File: config.mk
export PLATFORM = sky130hd
export DESIGN_NAME = regfile_wb_arbiter_flat
export DESIGN_NICKNAME = d
export VERILOG_FILES = /design/src/rtl/regfile_wb_if.sv /design/src/rtl/regfile_wb_arbiter.sv /design/src/flat_wrapper.sv
export SDC_FILE = /design/constraint.sdc
export NUM_CORES = 1
export LEC_CHECK = 0
export ABC_CLOCK_PERIOD_IN_PS = 2400
export CORE_UTILIZATION = 40
export DETAILED_ROUTE_END_ITERATION = 12
export PLACE_DENSITY_LB_ADDON = 0.3
export RECOVER_POWER = 100
export SKIP_LAST_GASP = 1
export SLEW_MARGIN = 20
export SYNTH_ARGS = -nofsm -noshare
export SYNTH_HDL_FRONTEND = slang
export SYNTH_SLANG_ARGS = --single-unit
File: constraint.sdc
create_clock -name clk -period 2.4 [get_ports clk]
set_input_delay 0.36 -clock clk [delete_from_list [all_inputs] [get_ports clk]]
set_output_delay 0.36 -clock clk [all_outputs]
set_load 0.03 [all_outputs]
File: src/rtl/regfile_wb_if.sv
// Writeback bundle between NREQ write sources plus decode and the register-file write-port arbiter.
// The master side drives requests, reservations and queries; the slave side returns grants, the write port and busy flags.
`timescale 1ns/1ps
interface regfile_wb_if #(
    parameter int XLEN = 32,
    parameter int NREQ = 3,
    parameter int AW   = 5
);
    logic [NREQ-1:0]      req_valid;
    logic [NREQ*AW-1:0]   req_addr;
    logic [NREQ*XLEN-1:0] req_data;
    logic [NREQ-1:0]      req_ready;
    logic                 rf_we;
    logic [AW-1:0]        rf_waddr;
    logic [XLEN-1:0]      rf_wdata;
    logic                 rsv_valid;
    logic [AW-1:0]        rsv_addr;
    logic [AW-1:0]        rs1_addr;
    logic [AW-1:0]        rs2_addr;
    logic                 rs1_busy;
    logic                 rs2_busy;

    modport master (
        output req_valid, req_addr, req_data, rsv_valid, rsv_addr, rs1_addr, rs2_addr,
        input  req_ready, rf_we, rf_waddr, rf_wdata, rs1_busy, rs2_busy
    );

    modport slave (
        input  req_valid, req_addr, req_data, rsv_valid, rsv_addr, rs1_addr, rs2_addr,
        output req_ready, rf_we, rf_waddr, rf_wdata, rs1_busy, rs2_busy
    );
endinterface

File: src/rtl/regfile_wb_arbiter.sv
// Round-robin arbiter sharing one register-file write port among NREQ writeback sources,
// with a pending-write scoreboard that lets decode stall on registers not yet written back.
`timescale 1ns/1ps
module regfile_wb_arbiter #(
    parameter int XLEN = 32,
    parameter int NREQ = 3,
    parameter int AW   = 5
) (
    input logic         clk,
    input logic         rst_n,
    regfile_wb_if.slave bus
);
    localparam int PW   = (NREQ > 2) ? 2 : 1;
    localparam int NREG = 1 << AW;

    logic [PW-1:0]   ptr_q, ptr_d;
    logic            rf_we_q, rf_we_d;
    logic [AW-1:0]   rf_waddr_q, rf_waddr_d;
    logic [XLEN-1:0] rf_wdata_q, rf_wdata_d;
    logic [NREG-1:0] busy_q, busy_d;

    logic            grant_found;
    logic [PW-1:0]   grant_idx;
    logic [PW:0]     cand;
    logic [NREQ-1:0] grant_oh;
    logic [AW-1:0]   win_addr;
    logic [XLEN-1:0] win_data;

    // NOTE: every signal written in always_comb gets a default first, so no path can infer a latch.
    always_comb begin
        grant_found = 1'b0;
        grant_idx   = '0;
        cand        = '0;
        // Walk ptr+1, ptr+2, ... wrapping at NREQ; the first valid requester wins.
        for (int k = 1; k <= NREQ; k++) begin
            cand = (PW+1)'(ptr_q) + (PW+1)'(k);
            if (cand >= (PW+1)'(NREQ)) cand = cand - (PW+1)'(NREQ);
            if (!grant_found && bus.req_valid[cand[PW-1:0]]) begin
                grant_found = 1'b1;
                grant_idx   = cand[PW-1:0];
            end
        end
    end

    always_comb begin
        grant_oh = '0;
        win_addr = '0;
        win_data = '0;
        if (grant_found && rst_n) grant_oh[grant_idx] = 1'b1;
        for (int i = 0; i < NREQ; i++) begin
            if (grant_idx == PW'(i)) begin
                win_addr = bus.req_addr[i*AW +: AW];
                win_data = bus.req_data[i*XLEN +: XLEN];
            end
        end
    end

    always_comb begin
        ptr_d      = ptr_q;
        rf_we_d    = 1'b0;
        rf_waddr_d = rf_waddr_q;
        rf_wdata_d = rf_wdata_q;
        if (grant_found) begin
            ptr_d      = grant_idx;
            rf_we_d    = (win_addr != '0);
            rf_waddr_d = win_addr;
            rf_wdata_d = win_data;
        end
    end

    // Clear on the commit edge first so a same-edge reservation of that register wins.
    always_comb begin
        busy_d = busy_q;
        if (rf_we_q) busy_d[rf_waddr_q] = 1'b0;
        if (bus.rsv_valid && (bus.rsv_addr != '0)) busy_d[bus.rsv_addr] = 1'b1;
        busy_d[0] = 1'b0;
    end

    // NOTE: sequential state uses non-blocking assignments so every flop samples pre-edge values.
    always_ff @(posedge clk or negedge rst_n) begin
        if (!rst_n) begin
            ptr_q      <= PW'(NREQ - 1);
            rf_we_q    <= 1'b0;
            rf_waddr_q <= '0;
            rf_wdata_q <= '0;
            busy_q     <= '0;
        end else begin
            ptr_q      <= ptr_d;
            rf_we_q    <= rf_we_d;
            rf_waddr_q <= rf_waddr_d;
            rf_wdata_q <= rf_wdata_d;
            busy_q     <= busy_d;
        end
    end

    assign bus.req_ready = grant_oh;
    assign bus.rf_we     = rf_we_q;
    assign bus.rf_waddr  = rf_waddr_q;
    assign bus.rf_wdata  = rf_wdata_q;
    assign bus.rs1_busy  = busy_q[bus.rs1_addr];
    assign bus.rs2_busy  = busy_q[bus.rs2_addr];
endmodule

File: src/flat_wrapper.sv
// flat-port wrapper written by rule: the top's interface ports become plain ports
module regfile_wb_arbiter_flat 
#(
    parameter int XLEN = 32,
    parameter int NREQ = 3,
    parameter int AW   = 5
)
  (clk, rst_n, bus_req_valid, bus_req_addr, bus_req_data, bus_rsv_valid, bus_rsv_addr, bus_rs1_addr, bus_rs2_addr, bus_req_ready, bus_rf_we, bus_rf_waddr, bus_rf_wdata, bus_rs1_busy, bus_rs2_busy);
  regfile_wb_if #(.XLEN(XLEN), .NREQ(NREQ), .AW(AW)) bus_i ();
  input logic clk;
  input logic rst_n;
  input wire logic [$bits(bus_i.req_valid)-1:0] bus_req_valid;
  input wire logic [$bits(bus_i.req_addr)-1:0] bus_req_addr;
  input wire logic [$bits(bus_i.req_data)-1:0] bus_req_data;
  input wire logic [$bits(bus_i.rsv_valid)-1:0] bus_rsv_valid;
  input wire logic [$bits(bus_i.rsv_addr)-1:0] bus_rsv_addr;
  input wire logic [$bits(bus_i.rs1_addr)-1:0] bus_rs1_addr;
  input wire logic [$bits(bus_i.rs2_addr)-1:0] bus_rs2_addr;
  output wire logic [$bits(bus_i.req_ready)-1:0] bus_req_ready;
  output wire logic [$bits(bus_i.rf_we)-1:0] bus_rf_we;
  output wire logic [$bits(bus_i.rf_waddr)-1:0] bus_rf_waddr;
  output wire logic [$bits(bus_i.rf_wdata)-1:0] bus_rf_wdata;
  output wire logic [$bits(bus_i.rs1_busy)-1:0] bus_rs1_busy;
  output wire logic [$bits(bus_i.rs2_busy)-1:0] bus_rs2_busy;
  assign bus_i.req_valid = bus_req_valid;
  assign bus_i.req_addr = bus_req_addr;
  assign bus_i.req_data = bus_req_data;
  assign bus_i.rsv_valid = bus_rsv_valid;
  assign bus_i.rsv_addr = bus_rsv_addr;
  assign bus_i.rs1_addr = bus_rs1_addr;
  assign bus_i.rs2_addr = bus_rs2_addr;
  assign bus_req_ready = bus_i.req_ready;
  assign bus_rf_we = bus_i.rf_we;
  assign bus_rf_waddr = bus_i.rf_waddr;
  assign bus_rf_wdata = bus_i.rf_wdata;
  assign bus_rs1_busy = bus_i.rs1_busy;
  assign bus_rs2_busy = bus_i.rs2_busy;
  regfile_wb_arbiter #(.XLEN(XLEN), .NREQ(NREQ), .AW(AW)) u_core (.clk(clk), .rst_n(rst_n), .bus(bus_i));
endmodule
==> reports/metrics.cfg, run 1 <==
[cells_and_area]
diodes = 0
n_fill_cell = 721
multi_input_area_sq_mm = 0.00284
syn_to_final_growth_pct = 74.7
stdcell_area_sq_mm = 0.00751
nNetsFinal = 780
drive_gt1_share_pct = 30.2
final_core_util_pct = 72.4
layout.area.seq_sq_mm = 0.00178

[cts]
ctsLongestPathBuffers = 2
clk_pin_slew_worst_paths_ns = 0.08
worstSkewPairLatency_ns = 0.34
clock-root-buffer = clkbuf_8
numCtsBuffers = 9
clkSinkCount = 71
cts_max_level = 3
cts_tree = yes

[routing]
first_pass_iters = 5
drt-total-wl_um = 16300
viasPerCell = 5.89
vias = 4630
wl_per_cell_um = 20.7
drt-initial-drc-count = 289
ant_nets = 0
drc_errors = 0

[worst_setup_path]
crit_type = reg -> out
cpPeakStageDelay_ns = 0.56
crit_arrival_ns = 2.36
r2r_end = u_core.bus.rf_we
start_kind = flip-flop
crit_buf_inv = 3
end_kind = output port
worstReg2RegStart = u_core.ptr_q[1]
rr_worst_depth = 9
slowest_stage = dfstp_2
critPathTopFamily = compound AO/OA/AOI/OAI gates
crit_required_ns = 2.04
crit_chain = inv_4 -> ha_4 -> a22o_4 -> o41a_1 -> buf_4 -> o21ai_4 -> nand2_2 -> nor3_4 -> buf_6
path_max_fanout = 6
crit_start = u_core.ptr_q[1]
r2r_slack_ns = -0.25

[sta]
finalMaxSlewViolations = 72
setup_ws_ns = -0.321
hold_violations = 0
worst_pin_slew_ns = 1.73
post-route-period-util_pct = 113
skew_ns = 0.00572
setup_viol = 42
fmax_ghz = 0.367
setup_tns_ns = -5.69
slew_headroom_pct = -15.1
rsz0062_at_grt = yes
finalCriticalPeriod_ns = 2.72

[synth]
avgSynthCellArea_sq_um = 9.79
ys_seq_area_share_pct = 41.4
ys_top_cells_by_count = o21ai_0 (77), dfrtp_1 (70), mux2_2 (36), o21ai_1 (36), nand3_1 (34)
yosysWarnings = 0
synth_area_sq_mm = 0.00430
ys_ff_latch = 71
yosys.area.top_type_share_pct = 40.8
synthesis.nets = 574
synth.distinct_cells = 44
synth_top_area_cell = dfrtp_1
synthCells = 439
synth-main-ff-cell = dfrtp_1
synth_top_cells_by_area = dfrtp_1 (41%), mux2_2 (9.4%), mux4_2 (9.4%)
synthMostInstantiatedCell = o21ai_0
synth_edf_count = 0
async_flop_share_pct = 100

[die]
die-area_sq_mm = 0.0112
pin_count = 175
fp.dieH_um = 106
coreArea_sq_mm = 0.0104
start_util_pct = 41.4
die_w_um = 106
rows = 37

[global_route]
antenna_found_initial = 0
grt_pass1_wl_um = 23600
grt_use_total_pct = 27.7
grt_start_max_net_pins = 72
grt_pass1_vias = 4637
grt.overflow.total = 0

[min_path]
hold_path_class = reg -> reg
hold-path-endpoint = u_core.bus.rf_wdata[13]
min-delay-start = u_core.bus.rf_wdata[13]
whs_path_depth = 1

[place]
preCtsSetupSlack_ns = -0.827
placed_cell_area_sq_mm = 0.00645
io_buffer_count = 174
gp_congestion = 0.868
hpwl_um = 10400

[power]
total_power_mw = 11.5
p_leak_nw = 3.01
powerDensity_mw_per_mm2 = 1530
peakVddDrop_v = 0.000779

[run_status]
status = complete, but fails checks
violations = capacitance limit, slew limit, setup timing

[flow_run]
maxCapViolCount = 1

## layout by cell type (no fill, tap or decap), types with 3 or more instances in the layout
cell             count
buf_16               3
inv_1                8
nand2_1             12
mux2_2              14
nand3b_1             5
mux4_2              18
or3_1                3
o21ai_4              9
o21ai_2             29
buf_12              11
nor2_1              27
mux2_4              22
buf_6               11
clkdlybuf4s50_1    124
nand4_1              3
dlygate4sd3_1       40
bufinv_16            3
dfrtp_1             70
mux2i_1             12
buf_4               26
o21ai_1              8
and3_4               3
clkbuf_8            10
nand3_1             33
a31oi_1             18
o21ai_0             67
## repair_timing
action,4_1_cts,5_1_grt
gates cloned,7,2
setup endpoints to repair,42,44
hold buffers,0,0
buffers inserted,9,5
resized for setup,70,77
pin swaps,29,36
## per-stage QoR
step	instances	hold slack [ns]
2_1_floorplan	439	0.0644
3_3_place_gp	750	0.491
3_5_place_dp	750	0.495
4_1_cts	782	0.283
5_1_grt	786	0.522
6_report	786	0.506
## cell families (layout without fill, tap and decap cells)
kind of cell    after synthesis  count (layout)  share of synthesized area, %
flops                        71              71                          41.4
buf+inv                      40             251                          3.87
fa+ha+maj                     3               3                         0.874
compound gates              153             153                          19.7
simple gates                105             105                          12.3
mux                          67              67                          21.9
## layout make-up
cell class	count	area share, %
clock buffers	10	1.83
inverters	10	0.533
repair buffers	225	32.4
well taps	136	2.27
multi-input cells	328	37.9
clock inverters	6	1.43
flip-flops and latches	71	23.7
## how the worst max path moves through the flow
stage,to,cells after the start
final,bus_req_ready[0],9
after global routing,bus_req_ready[0],9
after CTS,bus_req_ready[0],9
after detailed placement,bus_rs1_busy,6
after global placement,bus_rs2_busy,6
after floorplan,u_core.bus.rf_we,8
## state kept, by name (all words and copies together) (netlist names)
signal and cells:
u_core.bus.rf_we 1, u_core.busy_q 31, u_core.bus.rf_waddr 5, u_core.bus.rf_wdata 32, u_core.ptr_q 2
## layer usage
| layer | share of wire, % | vias to the layer above | GRT usage [%] |
|---|---|---|---|
| li1 | - | 2074 | - |
| met3 | 8.3 | 39 | 6.56 |
| met1 | 37 | 2275 | 33.4 |
| met5 | 0 | - | 0 |
| met2 | 52 | 242 | 48.0 |
| met4 | 3.0 | 0 | 10.5 |
## where the power goes
part	internal (mW)	switching (mW)	total [mW]
Clock	0.715	0.457	1.17
Combinational	3.96	3.98	7.93
Sequential	1.86	0.485	2.35
(Power assumes the default switching activity.)
==> run 2: changes to the inputs <==
- CAP_MARGIN: unset -> 20
==> results of run 2 <==
Same layout as run 1: the final DEF is identical, and so are final timing and power.
